--- config.mk ---
export PLATFORM = sky130hd
export DESIGN_NAME = cycle_controller
export DESIGN_NICKNAME = d
export VERILOG_FILES = /design/src/rtl/cycle_controller.sv
export SDC_FILE = /design/constraint.sdc
export NUM_CORES = 1
export LEC_CHECK = 0
export ABC_AREA = 1
export CAP_MARGIN = 0
export CORE_MARGIN = 1
export CORE_UTILIZATION = 55
export CTS_BUF_LIST = sky130_fd_sc_hd__clkbuf_16
export CTS_CLUSTER_DIAMETER = 50
export DETAILED_ROUTE_END_ITERATION = 7
export GPL_ROUTABILITY_DRIVEN = 0
export HOLD_SLACK_MARGIN = 0.05
export PLACE_DENSITY_LB_ADDON = 0.1
export SYNTH_ARGS = -nofsm -noshare
export SYNTH_HDL_FRONTEND = slang
export SYNTH_SLANG_ARGS = --single-unit
--- constraint.sdc ---
create_clock -name clk -period 3 [get_ports clk]
set_input_delay 0.75 -clock clk [delete_from_list [all_inputs] [get_ports clk]]
set_output_delay 0.75 -clock clk [all_outputs]
set_load 0.01 [all_outputs]
--- src/rtl/cycle_controller.sv ---
// Multi-cycle instruction sequencer: FETCH -> DECODE -> EXEC -> (MEM) -> (WB),
// with bounded memory waits, a sticky fault state and a retired-instruction count.
//
// state  | meaning
// -------+-------------------------------------------------------------
// IDLE   | waiting for run; no requests or strobes
// FETCH  | instruction fetch outstanding; ir_wr when imem_ready arrives
// DECODE | one-cycle decode slot, no strobes
// EXEC   | classify instruction; branches retire here
// MEM    | data access outstanding; stores retire on dmem_ready
// WB     | register writeback; every non-branch, non-store retires here
// FAULT  | illegal op or memory timeout; held until reset
module cycle_controller #(
  parameter int unsigned MEM_TIMEOUT = 16
) (
  input  logic        clk,
  input  logic        reset,
  input  logic        run,
  input  logic        imem_ready,
  input  logic        dmem_ready,
  input  logic        branch_stmt,
  input  logic        mem_rd,
  input  logic        mem_wr,
  input  logic        mem_to_reg,
  input  logic        Reg_Wr,
  input  logic        branch_taken,
  output logic        imem_req,
  output logic        ir_wr,
  output logic        dmem_req,
  output logic        dmem_we,
  output logic        rf_wr,
  output logic        wb_sel_mem,
  output logic        pc_wr,
  output logic        pc_src_branch,
  output logic        fault,
  output logic [2:0]  state,
  output logic [31:0] retired
);

  typedef enum logic [2:0] {
    S_IDLE    = 3'd0,
    S_FETCH   = 3'd1,
    S_DECODE  = 3'd2,
    S_EXEC    = 3'd3,
    S_MEM     = 3'd4,
    S_WB      = 3'd5,
    S_FAULT   = 3'd6,
    S_ILLEGAL = 3'd7
  } state_t;

  // Wait-counter value in the last cycle a memory may still answer.
  localparam logic [7:0] WAIT_LAST = 8'(MEM_TIMEOUT - 1);

  state_t     state_q;
  state_t     state_d;
  logic [7:0] wait_cnt;
  logic       wait_clr;
  logic       wait_inc;
  logic       retire;

  assign state = state_q;

  // Next-state decode and all control outputs; retire overrides the next state.
  always_comb begin
    state_d       = state_q;
    imem_req      = 1'b0;
    ir_wr         = 1'b0;
    dmem_req      = 1'b0;
    dmem_we       = 1'b0;
    rf_wr         = 1'b0;
    wb_sel_mem    = 1'b0;
    pc_wr         = 1'b0;
    pc_src_branch = 1'b0;
    fault         = 1'b0;
    retire        = 1'b0;
    wait_inc      = 1'b0;
    wait_clr      = 1'b0;

    case (state_q)
      S_IDLE: begin
        if (run) state_d = S_FETCH;
      end
      S_FETCH: begin
        imem_req = 1'b1;
        if (imem_ready) begin
          ir_wr   = 1'b1;
          state_d = S_DECODE;
        end else begin
          wait_inc = 1'b1;
          if (wait_cnt == WAIT_LAST) state_d = S_FAULT;
        end
      end
      S_DECODE: begin
        state_d = S_EXEC;
      end
      S_EXEC: begin
        if (mem_rd && mem_wr) begin
          state_d = S_FAULT;
        end else if (mem_rd || mem_wr) begin
          state_d = S_MEM;
        end else if (branch_stmt) begin
          pc_wr         = 1'b1;
          pc_src_branch = branch_taken;
          retire        = 1'b1;
        end else begin
          state_d = S_WB;
        end
      end
      S_MEM: begin
        dmem_req = 1'b1;
        dmem_we  = mem_wr;
        if (dmem_ready) begin
          if (mem_wr) begin
            pc_wr  = 1'b1;
            retire = 1'b1;
          end else begin
            state_d = S_WB;
          end
        end else begin
          wait_inc = 1'b1;
          if (wait_cnt == WAIT_LAST) state_d = S_FAULT;
        end
      end
      S_WB: begin
        rf_wr      = Reg_Wr;
        wb_sel_mem = mem_to_reg;
        pc_wr      = 1'b1;
        retire     = 1'b1;
      end
      S_FAULT: begin
        fault = 1'b1;
      end
      default: begin
        state_d = S_FAULT;
      end
    endcase

    if (retire) state_d = run ? S_FETCH : S_IDLE;

    // Each fresh wait window (fetch or data access) starts from zero.
    if ((state_d == S_FETCH && state_q != S_FETCH) ||
        (state_d == S_MEM && state_q != S_MEM)) begin
      wait_clr = 1'b1;
    end
  end

  // State, wait counter and retire counter registers.
  always_ff @(posedge clk or posedge reset) begin
    if (reset) begin
      state_q  <= S_IDLE;
      wait_cnt <= '0;
      retired  <= '0;
    end else begin
      state_q <= state_d;
      if (wait_clr) begin
        wait_cnt <= '0;
      end else if (wait_inc) begin
        wait_cnt <= wait_cnt + 8'd1;
      end
      if (retire) retired <= retired + 32'd1;
    end
  end

endmodule

## Yosys cells after proc, flatten, opt, wreduce, memory -nomap -nowiden

Cells that the tools add are included.

| word-level totals | value |
|---|---|
| register bits | 43 |
| bits of input ports | 11 |
| output and inout bits | 44 |
| word-level logic and storage cells | 59 |

| operators by class | value |
|---|---|
| $add $sub $neg | 2 |
| eq/ne operators | 11 |
| muxes and demuxes | 35 |
| reductions and logical operators | 8 |

Operators with widths:

| operator | number |
|---|---|
| $add 32x1->32 const B | 1 |
| $mux 3 | 9 |
| $mux 1 | 21 |
| $pmux 3 s6 | 1 |
| $mux 8 | 2 |
| $eq 3x3->1 const B | 4 |
| $add 8x1->8 const B | 1 |
| $eq 8x4->1 const B | 1 |
| $eq 3x1->1 const B | 2 |
| $eq 3x2->1 const B | 2 |
| $logic_and 1x1->1 | 3 |
| $logic_not 3->1 | 1 |
| $ne 3x1->1 const B | 1 |
| $ne 3x3->1 const B | 1 |
| $pmux 1 s3 | 1 |
| $logic_or 1x1->1 | 2 |
| $pmux 1 s2 | 1 |
| $reduce_bool 2->1 | 1 |
| $reduce_or 2->1 | 1 |

## Depth between registers and ports, before layout

| depth | value |
|---|---|
| depth in word-level cells | 10 |
| mapped depth | 15 |
| depth with buffers taken out | 14 |

## Least setup slack after synthesis

No wires, ideal clock.

| timing path | value |
|---|---|
| path type | input to output |
| from | input port mem_wr |
| to | output port pc_wr |
| arrival time | 1,602 ps |
| data required time | 2,250 ps |
| setup slack | 648 ps |
| stages on the path | 5 |
| buffers on the path | 1 |
| path through | or2_1 -> nor2_1 -> nand2_2 -> nand3_4 -> clkbuf_1 |

| between the ends | value |
|---|---|
| word-level cells in the longest chain between the ends | 4 |
| elaborated cells between the ends (all ways) | 7 |
| those cells by class | mux: 5; reduce/logical: 2 |

RTL lines:

| what | RTL line | RTL |
|---|---|---|
| start: declaration | 23 | `input logic mem_wr,` |
| $logic_or 1x1->1 | 99 | `end else if (mem_rd \|\| mem_wr) begin` |
| $mux 1 | 99 |  |
| $mux 1 | 97 | `if (mem_rd && mem_wr) begin` |
| $pmux 1 s3 * | 79 | `case (state_q)` |
| end: declaration | 33 | `output logic pc_wr,` |

Every way passes the cells marked *; elsewhere a longest branch is shown, timed or not.

## Worst setup path after layout

| timing path | value |
|---|---|
| from | input port mem_wr |
| to | output port dmem_we |

| between the ends | value |
|---|---|
| word-level cells in the longest chain between the ends | 1 |

RTL lines:

| what | RTL line | RTL |
|---|---|---|
| $mux 1 | 79 |  |
| end: declaration | 30 | `output logic dmem_we,` |

No other way between the ends.

==> results.py <==
metrics = {
    "run_status": {
        "status": "finished with violations",
        "violations": "design-rule violations",
    },
    "sta": {
        "clock_skew_ns": 0.00636,
        "finalCritPeriodShare": 0.940,
        "min_period_ns": 2.82,
        "final_max_slew_viol_count": 0,
        "max_slew_margin": 0.644,
        "fmax_mhz": 354,
        "hold_viol": 0,
        "hold_slack_ns": 0.524,
        "worst_pin_slew_ns": 0.533,
        "rsz0062_at_grt": "false",
        "setup_viol": 0,
    },
    "clocking": {
        "cts.sinks": 43,
        "clock_path_buffers": 2,
        "insertion_delay_ns": 0.28,
        "ctsResizeCount": 2,
        "cts-root-buf": "clkbuf_16",
        "cts_tree": "built",
        "post-cts-setup-buffer-count": 0,
        "cts-hold-fix-buffers": 0,
        "h-tree-depth": 2,
        "clk_pin_slew_worst_paths_ns": 0.06,
        "cts_made_buffers": 5,
    },
    "place": {
        "io_buffers": 54,
        "hpwl_um": 4460,
        "dpl.cell_count": 447,
        "dpl_cell_area_mm2": 0.00322,
    },
    "pwr": {
        "pwr-share-seq": 0.341,
        "clkPwrFrac": 0.268,
        "p_int_mw": 1.39,
        "power.switching_uw": 821,
        "sw_frac_of_total": 0.371,
        "p_leak_nw": 1.65,
        "ir_worst_vdd_mv": 0.490,
        "combPwrFrac": 0.392,
        "power.density_mw_per_mm2": 655,
    },
    "yosys": {
        "synth_compound_area_frac": 0.0287,
        "synth-seq-cells": 43,
        "synth_xor_area_frac": 0.121,
        "async_reset_ff_frac": 1.00,
        "synth_area_leaders": "dfrtp_1 (41%), nand2_1 (12%), xor2_1 (7.4%)",
        "synth-edff-count": 0,
        "netlist_instances": 341,
        "syn_area_mm2": 0.00262,
        "avgSynthCellArea_um2": 7.67,
        "synth.distinct_cells": 30,
        "yosysMostFrequentCell": "nand2_1",
        "synth_top_family_by_area": "simple AND/OR/NAND/NOR gates",
        "yosys.area.top_type_share": 0.411,
        "syn_nets": 354,
        "synth-simple-area-share": 0.335,
        "synth_mux_area_frac": 0.00431,
        "synth_fa_ha_area_frac": 0.00957,
        "synth_top_cells_by_count": "nand2_1 (82), inv_1 (50), dfrtp_1 (43)",
        "synth.largest_area_cell": "dfrtp_1",
        "ys_seq_area_frac": 0.411,
        "synthFlopType": "dfrtp_1",
        "yosysWarnings": 0,
    },
    "die": {
        "die_height_um": 71.0,
        "io_pins": 55,
        "rows": 24,
        "die_area_mm2": 0.00503,
        "die_w_um": 71.0,
        "start_util": 0.584,
        "core-area_mm2": 0.00447,
    },
    "grt": {
        "antenna_found_initial": 0,
        "grt_usage": 0.259,
        "grt_pass1_vias": 2268,
        "grt_start_max_net_pins": 44,
        "grt_overflow": 0,
        "grt_pass1_wl_um": 10200,
    },
    "routing": {
        "vias": 2392,
        "first_pass_iters": 7,
        "postRouteAntennaNets": 0,
        "routed_via_density": 5.27,
        "drc": 5,
        "wl_per_cell_um": 13.3,
        "wl_um": 6020,
        "first_iter_violations": 264,
    },
    "finish": {
        "diodes": 0,
        "syn_to_final_growth_pct": 29.1,
        "drive_gt1_frac": 0.0721,
        "layout.cells.non_filler": 454,
        "fin_nets": 415,
        "final_area_mm2": 0.00338,
    },
    "worst_setup_path": {
        "crit_top_cell": "clkdlybuf4s50_1",
        "end_kind": "output pin",
        "cp_cell_sequence": "clkdlybuf4s50_1 > buf_4 > inv_1 > nor2_1 > clkdlybuf4s50_1",
        "reg2reg_depth": 14,
        "cpPeakStageDelay_ns": 0.54,
        "slowest_stage": "clkdlybuf4s50_1",
        "arrival_ns": 2.07,
        "worstPathRequired_ns": 2.25,
        "startpoint_type": "input pin",
        "critPathMaxFanout": 3,
        "setup.worst_path.class": "input pin to output pin",
    },
    "min_path": {
        "holdCritPathClass": "flip-flop to flip-flop",
        "holdPathStages": 1,
    },
    "flow_run": {
        "drv_cap": 0,
    },
}
## power by group through the flow
stage | sequential [mW] | clock [mW] | combinational, mW
2_1_floorplan | 0.758 | 0 | 0.567
3_3_place_gp | 0.761 | 0 | 0.853
3_5_place_dp | 0.762 | 0 | 0.871
4_1_cts | 0.752 | 0.605 | 0.869
5_1_grt | 0.766 | 0.622 | 0.951
6_report | 0.753 | 0.592 | 0.866
## cell families after synthesis
logic type      count (synthesis)
simple gates                  188
flops                          43
mux                             1
compound gates                 13
buf+inv                        58
xor+xnor                       36
fa+ha+maj                       2
## placed cells by master, fill, tap and decap left out, drive strengths merged
| cell type | count |
|---|---|
| nor4b | 1 |
| dlygate4sd2 | 2 |
| nand4 | 14 |
| nand3 | 27 |
| dfrtp | 43 |
| buf | 4 |
| bufinv | 1 |
| a31oi | 1 |
| or2 | 1 |
| clkbuf | 5 |
| a21oi | 1 |
| o211ai | 1 |
| inv | 55 |
| mux2 | 1 |
| clkdlybuf4s50 | 52 |
| nand2 | 87 |
| xor2 | 22 |
| nor3 | 14 |
| nor2 | 44 |
| xnor2 | 14 |
| o21ai | 9 |
| a22oi | 1 |
| ha | 2 |
## metal layers
| layer | track usage | vias up | wire length (um) |
|---|---|---|---|
| met2 | 0.421 | 82 | 2840 |
| li1 | - | 1193 | - |
| met3 | 0.0413 | 11 | 349 |
| met4 | 0.0933 | 0 | 90 |
| met1 | 0.355 | 1106 | 2730 |
| met5 | 0 | - | 0 |
## per-stage QoR
step	utilization	worst slack, ns	power [mW]	TNS (ns)
floorplan	-	0.648	1.33	0
global placement	0.720	0.0371	1.61	0
detailed placement	0.720	-0.0311	1.63	-0.0437
CTS	0.754	0.175	2.23	0
global route	0.754	0.126	2.34	0
finish	0.754	0.179	2.21	0
## sequential cells by signal, indices dropped and copies added, names as in the netlist
name,flops
retired,32
wait_cnt,8
state,3
## worst max-delay path: cells and delay by family
| kind | cells | cell delay, ns |
|---|---|---|
| simple gates | 1 | 0.09 |
| buf+inv | 4 | 1.24 |
## path summary, 6_finish.rpt
| path | to | slack (ns) | startpoint |
|---|---|---|---|
| worst max register to register | wait_cnt[4] | 0.88 | state[0] |
| max in group asynchronous | retired[28] | 1.73 | reset |
| worst min-delay path | retired[9] | 0.52 | retired[9] |
| min in group asynchronous | retired[7] | 0.91 | reset |
| worst max-delay path | dmem_we | 0.18 | mem_wr |
| worst min register to register | retired[9] | 0.52 | retired[9] |
## area by class of cell
type	instances	area [um^2]
tap	52	65.1
clock inverter	2	33.8
inverter	54	205
sequential	43	1080
multi-input combinational	240	1300
timing repair buffer	58	568
fill	361	1100
clock buffer	5	125
Power figures use the tool's default switching activity.
